## src/rtl/instr_fetch_reg.sv

```systemverilog
// Instruction-fetch / instruction-register stage of the multi-cycle RV32I core.
// Issues one word read per fetch request and holds the instruction and its PC stable between fetches.
module instr_fetch_reg #(
  parameter int               XLEN     = 32,
  parameter logic [XLEN-1:0]  RESET_PC = '0,
  parameter int               TIMEOUT  = 16
) (
  input  logic            clk,
  input  logic            resetn,
  input  logic            fetch_start,
  input  logic [XLEN-1:0] pc_in,
  input  logic            flush,
  output logic            mem_req,
  output logic [XLEN-1:0] mem_addr,
  input  logic            mem_ready,
  input  logic            mem_rvalid,
  input  logic [XLEN-1:0] mem_rdata,
  output logic [31:0]     instr,
  output logic [XLEN-1:0] old_pc,
  output logic [6:0]      op,
  output logic            opb5,
  output logic [2:0]      funct3,
  output logic            funct7b5,
  output logic            instr_valid,
  output logic            fetch_done,
  output logic            busy,
  output logic            misaligned,
  output logic            bus_error,
  output logic [1:0]      dbg_state
);

  // Memory port handshake: a request is taken when mem_req and mem_ready are
  // both high on a rising edge; mem_addr is held for as long as mem_req is high.
  // The response is the single cycle in which mem_rvalid is high after (or in
  // the same cycle as) the accepting edge.

  typedef enum logic [1:0] {
    S_IDLE  = 2'd0,
    S_REQ   = 2'd1,
    S_WAIT  = 2'd2,
    S_DRAIN = 2'd3
  } state_t;

  localparam int CW = $clog2(TIMEOUT + 1);
  localparam logic [CW-1:0] CNT_LAST = CW'(TIMEOUT - 1);

  state_t          state_q, state_d;
  logic [CW-1:0]   cnt_q, cnt_d;
  logic [XLEN-1:0] mem_addr_q, mem_addr_d;
  logic            mem_req_q, mem_req_d;
  logic [31:0]     instr_q, instr_d;
  logic [XLEN-1:0] old_pc_q, old_pc_d;
  logic            instr_valid_q, instr_valid_d;
  logic            fetch_done_q, fetch_done_d;
  logic            misaligned_q, misaligned_d;
  logic            bus_error_q, bus_error_d;

  logic aligned;
  logic accept;
  logic latch;
  logic timed_out;

  assign aligned = (pc_in[1:0] == 2'b00);

  always_ff @(posedge clk or negedge resetn) begin
    if (!resetn) begin
      state_q <= S_IDLE;
    end else begin
      state_q <= state_d;
    end
  end

  always_comb begin
    state_d = state_q;
    case (state_q)
      S_IDLE: begin
        if (!flush && fetch_start && aligned) state_d = S_REQ;
      end
      S_REQ: begin
        if (flush)           state_d = S_IDLE;
        else if (mem_ready)  state_d = mem_rvalid ? S_IDLE : S_WAIT;
      end
      S_WAIT: begin
        if (mem_rvalid)            state_d = S_IDLE;
        else if (flush)            state_d = S_DRAIN;
        else if (cnt_q == CNT_LAST) state_d = S_IDLE;
      end
      S_DRAIN: begin
        if (mem_rvalid) state_d = S_IDLE;
      end
      default: state_d = S_IDLE;
    endcase
  end

  always_comb begin
    accept    = (state_q == S_IDLE) && !flush && fetch_start && aligned;
    latch     = !flush && mem_rvalid &&
                (((state_q == S_REQ) && mem_ready) || (state_q == S_WAIT));
    timed_out = (state_q == S_WAIT) && !flush && !mem_rvalid && (cnt_q == CNT_LAST);

    cnt_d         = (state_q == S_WAIT) ? cnt_q + 1'b1 : '0;
    mem_addr_d    = accept ? pc_in : mem_addr_q;
    mem_req_d     = (state_d == S_REQ);
    instr_d       = latch ? mem_rdata[31:0] : instr_q;
    old_pc_d      = latch ? mem_addr_q : old_pc_q;
    instr_valid_d = flush ? 1'b0 : (latch ? 1'b1 : instr_valid_q);
    fetch_done_d  = latch;
    misaligned_d  = (state_q == S_IDLE) && !flush && fetch_start && !aligned;
    bus_error_d   = timed_out;
  end

  always_ff @(posedge clk or negedge resetn) begin
    if (!resetn) begin
      cnt_q         <= '0;
      mem_addr_q    <= '0;
      mem_req_q     <= 1'b0;
      instr_q       <= 32'h0000_0013;
      old_pc_q      <= RESET_PC;
      instr_valid_q <= 1'b0;
      fetch_done_q  <= 1'b0;
      misaligned_q  <= 1'b0;
      bus_error_q   <= 1'b0;
    end else begin
      cnt_q         <= cnt_d;
      mem_addr_q    <= mem_addr_d;
      mem_req_q     <= mem_req_d;
      instr_q       <= instr_d;
      old_pc_q      <= old_pc_d;
      instr_valid_q <= instr_valid_d;
      fetch_done_q  <= fetch_done_d;
      misaligned_q  <= misaligned_d;
      bus_error_q   <= bus_error_d;
    end
  end

  // Decode fields come from the held register so downstream decoders see a stable word.
  assign mem_req     = mem_req_q;
  assign mem_addr    = mem_addr_q;
  assign instr       = instr_q;
  assign old_pc      = old_pc_q;
  assign op          = instr_q[6:0];
  assign opb5        = instr_q[5];
  assign funct3      = instr_q[14:12];
  assign funct7b5    = instr_q[30];
  assign instr_valid = instr_valid_q;
  assign fetch_done  = fetch_done_q;
  assign busy        = (state_q != S_IDLE);
  assign misaligned  = misaligned_q;
  assign bus_error   = bus_error_q;
  assign dbg_state   = state_q;

endmodule

```

## config.mk

```make
export PLATFORM = sky130hd
export DESIGN_NAME = instr_fetch_reg
export DESIGN_NICKNAME = d
export VERILOG_FILES = /design/src/rtl/instr_fetch_reg.sv
export SDC_FILE = /design/constraint.sdc
export NUM_CORES = 1
export LEC_CHECK = 0
export ABC_AREA = 1
export CAP_MARGIN = 40
export CELL_PAD_IN_SITES_DETAIL_PLACEMENT = 0
export CELL_PAD_IN_SITES_GLOBAL_PLACEMENT = 1
export CORE_MARGIN = 2
export CORE_UTILIZATION = 33
export DETAILED_ROUTE_END_ITERATION = 7
export PLACE_DENSITY = 0.91
export SYNTH_ARGS = -nofsm -noshare
export SYNTH_HDL_FRONTEND = slang
export SYNTH_SLANG_ARGS = --single-unit
```

## constraint.sdc

```tcl
create_clock -name clk -period 2.6 [get_ports clk]
set_clock_uncertainty 0.05 [all_clocks]
set_input_delay 0.78 -clock clk [delete_from_list [all_inputs] [get_ports clk]]
set_output_delay 0.78 -clock clk [all_outputs]
set_load 0.02 [all_outputs]
```

Word level (Yosys, flattened, before mapping)
Cells that the tools add are included.
W data, S select, Z words.

operators by class
  add/subtract/negate cells = 1
  equality and inequality tests = 5
  multiplexer cells = 12
  reductions and logical operators = 20

operators by type and width
  operator               number
  $mux W2                8
  $logic_and A1 B1 Y1    12
  $pmux W2 S4            1
  $add A5 B1 Y5 const B  1
  $eq A5 B4 Y1 const B   1
  $mux W5                1
  $eq A2 B1 Y1 const B   2
  $eq A2 B2 Y1 const B   2
  $logic_not A2 Y1       2
  $reduce_bool A2 Y1     2
  $logic_not A1 Y1       3
  $mux W1                2
  $logic_or A1 B1 Y1     1

storage, ports and cells
  register bits = 108
  input port bits = 70
  output and inout bits = 116
  word-level logic and storage cells = 48

Longest topological paths before layout
Gate-level depths: netlist of the first run.

  word-level depth = 6
  depth in mapped cells = 9
  gate-level depth less buffers = 8

Least setup slack after synthesis of the first run
No wires, ideal clock.

  path kind = in2reg
  start point = in pc_in[1]
  end point = reg mem_addr_q[10] (netlist: mem_addr[10])
  setup time = 0.132 ns
  data arrival time = 1.485 ns
  setup slack = 0.933 ns
  stages on the path = 5
  buffers on the path = 1
  path through = nor2_1 -> nand4_2 -> clkbuf_1 -> nand2_1 -> o21ai_0

on the way
  longest elaborated chain between the ends = 2

ends and longest elaborated chain
  item                    RTL line  source
  start: declaration      11        input logic [XLEN-1:0] pc_in,
  $logic_not A2 Y1        63        assign aligned = (pc_in[1:0] == 2'b00);
  $logic_and A1 B1 Y1     96        accept = (state_q == S_IDLE) && !flush && fetch_start && aligned;
  end signal: assignment  125       mem_addr_q <= mem_addr_d;
  end: declaration        49        logic [XLEN-1:0] mem_addr_q, mem_addr_d;

Every way passes these cells.
A chain may end at the register's enable or synchronous reset.

Worst setup path in the final report of the first run
  start point = reg state_q[1] (netlist: dbg_state[1])
  end point = out busy

on the way
  longest elaborated chain between the ends = 1

ends and longest elaborated chain
  item                      RTL line  source
  start: declaration        47        state_t state_q, state_d;
  start signal: assignment  69        state_q <= state_d;
  $reduce_bool A2 Y1        147       assign busy = (state_q != S_IDLE);
  end: declaration          26        output logic busy,

Every way passes these cells.

==> summary.md, run 1 <==
| Metric | Value |
|---|---|
| Clk pwr share | 21.6% |
| Most common cell in the netlist | nand2_1 |
| Slew Limit Headroom | about three fifths |
| Sequential fraction of design power | between 40% and 50% |
| Crit end category | output port |
| Synthesized flop and latch total | 108 |
| CTS max path bufs | 2 |
| Power Internal | 3.87 mW |
| Syn-to-layout area delta | 51.1% |
| Vias post-DR | about 3.6k |
| Clk sinks | roughly 110 |
| Overflow after GRT | 0 |
| Most common library cells after synthesis | nand2_1 (237), dfrtp_1 (105), inv_1 (40) |
| First-pass GRT wire length | 17500 um |
| Post-synth net total | 549 |
| Fmax | 0.418 GHz |
| R2R Path Start | dbg_state[0]$_DFF_PN0_ |
| Ports | 186 |
| Port bufs | 185 |
| Setup Buffers After CTS | 0 |
| Initial Utilization | 33.9% |
| # hold bufs at CTS | 0 |
| Initial antenna violation count | 0 |
| Filler instances | 1204 |
| Combinational share of power | 37.5% |
| Vias/cell | around 4.3 |
| Die Wd | 118 um |
| WP data arrival | 1.56 ns |
| VDD IR-drop max | 360 uV |
| Storage element area | roughly 0.0027 sq mm |
| Antenna fix cells | 0 |
| Die Area | 0.0140 sq mm |
| Net switching power | 1.98 mW |
| Final Slew Violations | 0 |
| Vias in the first global route | between 3k and 4k |
| CTS tree | done |
| Clk_lat worst skew | roughly 0.34 ns |
| Switching share of power | 33.8% |
| Top cells by area, synth | dfrtp_1 (61%), nand2_1 (21%), inv_1 (3.5%) |
| RR Endpoint | instr[26]$_DFFE_PN0P_ |
| Hold Path Sink | old_pc[31]$_DFFE_PN0P_ |
| RePlAce Congestion | 0.777 |
| CP Data Required Time | 1.77 ns |
| # DRC | 0 |
| Setup TNS | 0 ns |
| Cell variety after synth | 21 |
| Worst-Margin Slew | between 0.5 and 0.6 ns |
| Final core utilization | around half |
| CORE AREA | 0.0127 sq mm |
| CTS buffer count | 9 |
| Hold WC Path Type | reg2reg |
| Post-Layout Cell Count | 825 |
| Largest area contributor in the netlist | dfrtp_1 |
| Layout cells sized above 1 | roughly 5.1% |
| Kind of critical path | reg2out |
| FF-to-FF path depth | 7 |
| Ys Warns | 0 |
| Largest net degree at the start of global routing | between 100 and 150 |
| R2R setup slack | 1.11 ns |
| GRT Resource Usage Total | 15.4% |
| Worst Hold Depth | 2 |
| Post-synth EDFFs | 0 |
| Root buf cell | clkbuf_16 |
| Wire per inst | 12.8 um |
| DR pass1 iterations | 4 |
| Post-Route WL | 10600 um |
| Clk pin slew, worst setup/hold paths | 0.06 ns |
| Row Count | 41 |
| Status | complete, no violations |
| Power per cell area | 900 mW/mm^2 |
| Yosys top cell area share | 61.1% |
| Multi-input combinational cell area | between 0.001 and 0.0015 sq mm |
| Mean cell area of the mapped netlist | 9.01 sq um |
| Period utilization | between 90% and 100% |
| # placed instances | 809 |
| # setup viols final | 0 |
| PostCTS Resize Cnt | 0 |
| Mapped Cells | 477 |
| Die span in y | around 120 um |
| Max_cap viols | 0 |
| Main synth FF type | dfrtp_1 |
| RSZ-0062 raised after global routing | false |
| Final ANT Viol Nets | 0 |
| Register area share after synthesis | between 60% and 70% |
| DP HPWL | 7520 um |
| Clock H-tree levels | 3 |
| Lkg Pwr | 3.24 nW |
| Fin nets | 720 |
| CP max FO | 5 |
| Hold_sp | old_pc[31]$_DFFE_PN0P_ |
| Fin. Hold Viols | 0 |
| Asr flop ratio synth | 100% |
| Synth Cell Area | 0.00430 sq mm |
| CP Launch Type | flip-flop |
| Iter 0 DRT Violations | 180 |
| Post-route minimum period | 2.39 ns |
layer usage:
| layer | vias up | global-route usage, % | part of all wire [%] |
|---|---|---|---|
| met1 | 1656 | 19.2 | 43 |
| met5 | - | 0 | 0 |
| li1 | 1765 | - | - |
| met4 | 0 | 4.59 | 1.6 |
| met3 | 13 | 5.21 | 7.5 |
| met2 | 123 | 25.3 | 48 |
layout make-up:
type | instances | area share, %
Inverter | 43 | 2.48
Multi-Input combinational cell | 294 | 18.4
Clock inverter | 5 | 0.578
Clock buffer | 11 | 3.74
Timing Repair Buffer | 192 | 29.8
Tap cell | 172 | 3.31
Sequential cell | 108 | 41.7
metrics by stage:
step / total power, mW / hold slack (ns) / area [sq um] / worst slack, ns
after floorplan: 3.46 / 0.382 / 4300 / 0.933
after global placement: 4.60 / 0.394 / 6220 / 0.429
after detailed placement: 4.64 / 0.414 / 6220 / 0.381
after CTS: 5.94 / 0.433 / 6500 / 0.182
after global routing: 6.17 / 0.454 / 6500 / 0.131
final: 5.85 / 0.428 / 6500 / 0.209
state kept, by name (all words and copies together) (netlist names):
signal	count
bus_error	1
cnt_q	5
dbg_state	2
fetch_done	1
instr	32
instr_valid	1
mem_addr	32
mem_req	1
misaligned	1
old_pc	32
worst max-delay path, cell delays in order (launching register included):
cell and delay [ns]:
dfrtp_1 0.47, nor2_2 0.08, inv_1 0.07, clkdlybuf4s50_1 0.61
kinds of logic after synthesis:
kind of cell | after synthesis | share of synthesized area, %
buffers and inverters | 75 | 9.25
AND/OR/NAND/NOR | 259 | 23.3
flip-flops | 108 | 63.0
AO/OA/AOI/OAI | 32 | 3.72
XOR/XNOR | 1 | 0.204
adder cells (fa/ha/maj) | 2 | 0.582
power by group through the flow:
stage	sequential (mW)	clock, mW	combinational, mW
final	2.40	1.26	2.19
after global routing	2.46	1.38	2.34
after CTS	2.40	1.31	2.22
after detailed placement	2.43	0	2.21
after global placement	2.42	0	2.18
after floorplan	2.91	0	0.542
placed cells by master, fill, tap and decap left out, types with 3 or more instances in the layout:
cell,synthesis,final
nand3_1,3,3
o21ai_0,28,28
buf_4,18,5
nand2_1,237,237
dfstp_2,3,3
dfrtp_1,105,105
inv_2,3,3
clkdlybuf4s50_1,0,184
clkbuf_16,0,9
o21ai_1,3,3
inv_1,40,40
nor2_1,13,13
buf_12,0,3
worst max-delay path by stage:
| stage | from | endpoint | slack, ns | cells after the start |
|---|---|---|---|---|
| floorplan | pc_in[1] | mem_addr[10]$_DFFE_PN0P_ | 0.93 | 5 |
| global placement | mem_rvalid | old_pc[3]$_DFFE_PN0P_ | 0.43 | 8 |
| detailed placement | flush | mem_addr[5]$_DFFE_PN0P_ | 0.38 | 5 |
| CTS | dbg_state[1]$_DFF_PN0_ | busy | 0.18 | 3 |
| global route | dbg_state[1]$_DFF_PN0_ | busy | 0.13 | 3 |
| finish | dbg_state[1]$_DFF_PN0_ | busy | 0.21 | 3 |
Note: power is estimated with default switching activity, not from simulation.
==> run 2: changes to the inputs <==
--- a/config.mk
+++ b/config.mk
@@ -6,6 +6,7 @@
 export NUM_CORES = 1
 export LEC_CHECK = 0
 export ABC_AREA = 1
+export ABC_CLOCK_PERIOD_IN_PS = 2600
 export CAP_MARGIN = 40
 export CELL_PAD_IN_SITES_DETAIL_PLACEMENT = 0
 export CELL_PAD_IN_SITES_GLOBAL_PLACEMENT = 1
==> results of run 2 <==
Final layout, timing and power as in run 1 (identical DEF).
